File: config.mk
export PLATFORM = sky130hd
export DESIGN_NAME = arb_mux
export DESIGN_NICKNAME = d
export VERILOG_FILES = /design/src/rtl/arb_mux.sv
export SDC_FILE = /design/constraint.sdc
export NUM_CORES = 1
export LEC_CHECK = 0
export CORE_MARGIN = 2
export CORE_UTILIZATION = 42
export CTS_CLUSTER_SIZE = 40
export DETAILED_ROUTE_END_ITERATION = 6
export GPL_TIMING_DRIVEN = 1
export PLACE_DENSITY_LB_ADDON = 0.1
export SYNTH_ARGS = -nofsm -noshare
export SYNTH_HDL_FRONTEND = slang
export SYNTH_SLANG_ARGS = --single-unit
File: constraint.sdc
create_clock -name clk -period 2.6 [get_ports clk]
set_input_delay 0.26 -clock clk [delete_from_list [all_inputs] [get_ports clk]]
set_output_delay 0.26 -clock clk [all_outputs]
set_load 0.02 [all_outputs]
File: src/rtl/arb_mux.sv
// Round-robin arbitrating multiplexer: CH valid/ready request streams merged onto
// one registered output stage, with multi-beat bursts locked to their owner.
module arb_mux #(
    parameter  int N  = 32,
    parameter  int CH = 2,
    localparam int CW = (CH > 2) ? $clog2(CH) : 1
) (
    input  logic              clk,
    input  logic              resetn,
    input  logic [CH-1:0]     req_valid,
    input  logic [CH-1:0]     req_last,
    input  logic [CH*N-1:0]   req_data,
    output logic [CH-1:0]     req_ready,
    output logic              out_valid,
    output logic [N-1:0]      out_data,
    output logic              out_last,
    output logic [CW-1:0]     out_ch,
    input  logic              out_ready
);

    logic [CW-1:0]   ptr_q, ptr_d;
    logic            lock_q, lock_d;
    logic [CW-1:0]   owner_q, owner_d;
    logic            out_valid_q, out_valid_d;
    logic [N-1:0]    out_data_q, out_data_d;
    logic            out_last_q, out_last_d;
    logic [CW-1:0]   out_ch_q, out_ch_d;

    logic [2*CH-1:0] rot_s;
    logic            search_vld_s;
    logic [CW-1:0]   search_idx_s;
    logic            owner_hit_s;
    logic            grant_vld_s;
    logic [CW-1:0]   grant_idx_s;
    logic [N-1:0]    grant_data_s;
    logic            grant_last_s;
    logic            can_load_s;
    logic            accept_s;
    logic [CW-1:0]   nxt_ptr_s;

    // Grant selection: rotating search from ptr, or owner only while locked.
    always_comb begin
        logic [CW:0] sum;
        sum          = '0;
        rot_s        = {req_valid, req_valid} >> ptr_q;
        search_vld_s = 1'b0;
        search_idx_s = '0;
        owner_hit_s  = 1'b0;
        // Walk from the far end so the candidate closest to ptr wins.
        for (int k = CH - 1; k >= 0; k--) begin
            sum          = {1'b0, ptr_q} + (CW+1)'(k);
            sum          = (sum >= (CW+1)'(CH)) ? sum - (CW+1)'(CH) : sum;
            search_idx_s = rot_s[k] ? sum[CW-1:0] : search_idx_s;
            search_vld_s = search_vld_s | rot_s[k];
        end
        for (int i = 0; i < CH; i++) begin
            owner_hit_s = owner_hit_s | (req_valid[i] & (owner_q == CW'(i)));
        end
        grant_vld_s = lock_q ? owner_hit_s : search_vld_s;
        grant_idx_s = lock_q ? owner_q : search_idx_s;
    end

    // Handshake and the data/last mux of the granted channel.
    always_comb begin
        can_load_s   = !out_valid_q || out_ready;
        accept_s     = resetn && can_load_s && grant_vld_s;
        grant_data_s = '0;
        grant_last_s = 1'b0;
        req_ready    = '0;
        for (int i = 0; i < CH; i++) begin
            grant_data_s = grant_data_s | (req_data[i*N +: N] & {N{grant_idx_s == CW'(i)}});
            grant_last_s = grant_last_s | (req_last[i] & (grant_idx_s == CW'(i)));
            req_ready[i] = accept_s && (grant_idx_s == CW'(i));
        end
        nxt_ptr_s = (grant_idx_s == CW'(CH - 1)) ? '0 : grant_idx_s + CW'(1);
    end

    // Next state of the arbitration state and output register.
    always_comb begin
        ptr_d       = ptr_q;
        lock_d      = lock_q;
        owner_d     = owner_q;
        out_valid_d = out_valid_q;
        out_data_d  = out_data_q;
        out_last_d  = out_last_q;
        out_ch_d    = out_ch_q;
        if (accept_s) begin
            out_valid_d = 1'b1;
            out_data_d  = grant_data_s;
            out_last_d  = grant_last_s;
            out_ch_d    = grant_idx_s;
            if (grant_last_s) begin
                lock_d = 1'b0;
                ptr_d  = nxt_ptr_s;
            end else begin
                lock_d  = 1'b1;
                owner_d = grant_idx_s;
            end
        end else if (out_valid_q && out_ready) begin
            out_valid_d = 1'b0;
        end else begin
            out_valid_d = out_valid_q;
        end
    end

    // State and output registers.
    always_ff @(posedge clk or negedge resetn) begin
        if (!resetn) begin
            ptr_q       <= '0;
            lock_q      <= 1'b0;
            owner_q     <= '0;
            out_valid_q <= 1'b0;
            out_data_q  <= '0;
            out_last_q  <= 1'b0;
            out_ch_q    <= '0;
        end else begin
            ptr_q       <= ptr_d;
            lock_q      <= lock_d;
            owner_q     <= owner_d;
            out_valid_q <= out_valid_d;
            out_data_q  <= out_data_d;
            out_last_q  <= out_last_d;
            out_ch_q    <= out_ch_d;
        end
    end

    assign out_valid = out_valid_q;
    assign out_data  = out_data_q;
    assign out_last  = out_last_q;
    assign out_ch    = out_ch_q;

endmodule

==> impl_metrics.toml <==
[critical_path]
path_cells = "clkdlybuf4s50_1 > a21boi_2 > o221ai_2 > buf_4 > nor2_1 > and2_1 > clkdlybuf4s50_1"
cpPeakStageDelay_ns = 0.59
slowest_stage = "clkdlybuf4s50_1"
endpoint = "req_ready[1]"
crit_buf_inv = 3
critPathMaxFanout = 15
worstSetupStartpoint = "req_valid[0]"
path_delay_family = "buffers and inverters"
cp.depth = 7
r2r_cells = 5
cp-start-kind = "input port"
cp-end-kind = "primary output"
crit_top_cell = "clkdlybuf4s50_1"
reg2reg_setup_slack_ns = 0.71
arrival_ns = 2.15
rr_startpoint = "lock_q"
r2r-end = "out_data[31]"
critPathKind = "input port to primary output"
worst_ep_required_time_ns = 2.34

[final_layout]
fillers = 343
fin_util_pct = 71.4
multi_input_area_um2 = 905
final_common_cell = "clkdlybuf4s50_1"
ff_latch_area_um2 = 951
nets = 353
mostFrequentLayoutCells = "clkdlybuf4s50_1, dfrtp_1, mux2i_1"
synthToLayoutAreaGrowth_pct = 61.7
diodes = 0
layout-drive-gt1-share_pct = 15.9

[detailed_routing]
routedWlPerCell_um = 14.6
drc = 0
ant_nets = 0
dr.pass1.iters = 4
top_layer = "met4"
drt_iter0_markers = 88
viasPerCell = 5.18
vias = 1736
wl_met3_um = 426
wl_met2_um = 2460
wl_um = 4900
met1_length_um = 1950

[synthesis]
synth_top_cell_by_area = "dfrtp_1"
synth_top_family_by_area = "compound AO/OA/AOI/OAI gates"
synth_seq_area_share_pct = 48.8
ys_warn_count = 0
yosys.area_share.xor_xnor_pct = 0
synthAdderAreaFrac_pct = 0
syn_area_um2 = 1950
synthCells = 174
synth-compound-area-share_pct = 23.0
synth.top_cell.area_share_pct = 48.8
syn-num-nets = 245
avgSynthCellArea_um2 = 11.2
synth-simple-area-share_pct = 3.66
muxShareOfSynthArea_pct = 19.3
synth_cell_types = 24
ys_top_cells_by_area = "dfrtp_1, mux2i_1, o21ai_2, o21ai_0, o21ai_1"
ys_ff_latch = 38

[clocking]
clk_pin_slew_ns = 0.07
clockBufferDepth = 2
cts_tree = "yes"
postCtsHoldBufs = 0
ctsResizeCount = 0
cts_sinks = 38
cts_root_buf = "clkbuf_8"
cts_max_level = 2
cts_inserted_buffers = 5
clk_latency_ns = 0.28
postCtsSetupBuffers = 0

[placed_design]
port-buffer-count = 107
place_congestion = 0.709
hpwlAfterDp_um = 3670
dp_slack_ns = 0.183

[pwr]
power.total_uw = 3370
p_per_area_nw_per_um2 = 1070
vdd_ir_drop_max_mv = 0.531
cellLeakagePower_uw = 0.00135

[floorplan]
core-area_um2 = 4410
start_util_pct = 44.2
rows = 24
die_w_um = 72.1
ios = 108
die_h_um = 72.1
die_area_um2 = 5200

[sta]
slew_headroom_pct = 68.1
clock.fmax_mhz = 415
layout_setup_ws_ns = 0.188
fin_skew_ns = 0.00270
final_hold_viol_count = 0
grt_setup_unrepaired = "no"
period_share_pct = 92.8
drv_slew = 0
period_minus_slack_ns = 2.41
setup_viol = 0
finalSetupTns_ns = 0
worstMarginPinSlew_ns = 0.479

[min_path]
hold_class = "input port to asynchronous set/reset pin"

[global_routing]
grt_pass1_vias = 1712
grt_max_degree = 39
overflow = 0
grt_use_total_pct = 20.0
grt_antenna_before_repair = 0
grt_pass1_wl_um = 8080

[job]
maxCapViolCount = 0

[outcome]
status = "completed"
## Yosys cell counts
cell / n
o21ai_2: 20
clkbuf_1: 7
o221ai_2: 1
mux2_2: 4
dfrtp_1: 38
buf_6: 4
nor4_1: 1
a21boi_0: 1
mux2i_1: 33
nor2b_1: 2
a21boi_2: 1
nand2b_1: 4
a211o_1: 1
o211ai_1: 1
and2_1: 1
nor2_1: 2
or2_1: 1
o21ai_0: 32
inv_1: 2
buf_2: 2
o21ai_1: 11
buf_4: 2
nand2_1: 2
o31ai_1: 1
## layer usage
layer	up-vias	track usage, %
met5	-	0
met3	7	6.25
met4	0	5.66
li1	846	-
met2	62	34.3
met1	821	24.2
## final cells by class
cell class / count / area share (%)
Timing Repair Buffer: 116 / 36.0
Sequential cell: 38 / 30.2
Multi-Input combinational cell: 119 / 28.7
Clock buffer: 7 / 2.74
Tap cell: 52 / 2.06
Inverter: 2 / 0.238
Clock inverter: 1 / 0.159
## cell families after synthesis
group	Yosys count
compound gates	69
buf+inv	17
flops	38
mux	37
simple gates	13
## metrics by stage
stage,hold WS (ns),cells,instance area (um2)
2_1_floorplan,-0.0356,174,1950
3_3_place_gp,0.374,327,3060
3_5_place_dp,0.372,327,3060
4_1_cts,0.0529,335,3150
5_1_grt,0.0891,335,3150
6_report,0.0431,335,3150
## worst min path at each step
stage / startpoint / endpoint / slack, ns / depth (start not counted)
floorplan: resetn / lock_q / -0.04 / 0
global placement: resetn / out_data[31] / 0.37 / 2
detailed placement: resetn / out_data[31] / 0.37 / 2
CTS: resetn / out_data[22] / 0.05 / 2
global route: resetn / out_data[22] / 0.09 / 2
finish: resetn / out_data[31] / 0.04 / 2
## registers in the layout, indices dropped and copies added, names as in the netlist
register	count
out_last	1
out_ch	1
ptr_q	1
out_data	32
out_valid	1
lock_q	1
owner_q	1
## power by group
| group | internal, uW | leakage (uW) | switching, uW | total (uW) |
|---|---|---|---|---|
| Sequential | 865 | 0.000460 | 141 | 1010 |
| Clock | 214 | 0.0000482 | 193 | 407 |
| Combinational | 964 | 0.000847 | 990 | 1950 |
Note: power is estimated with default switching activity, not from simulation.
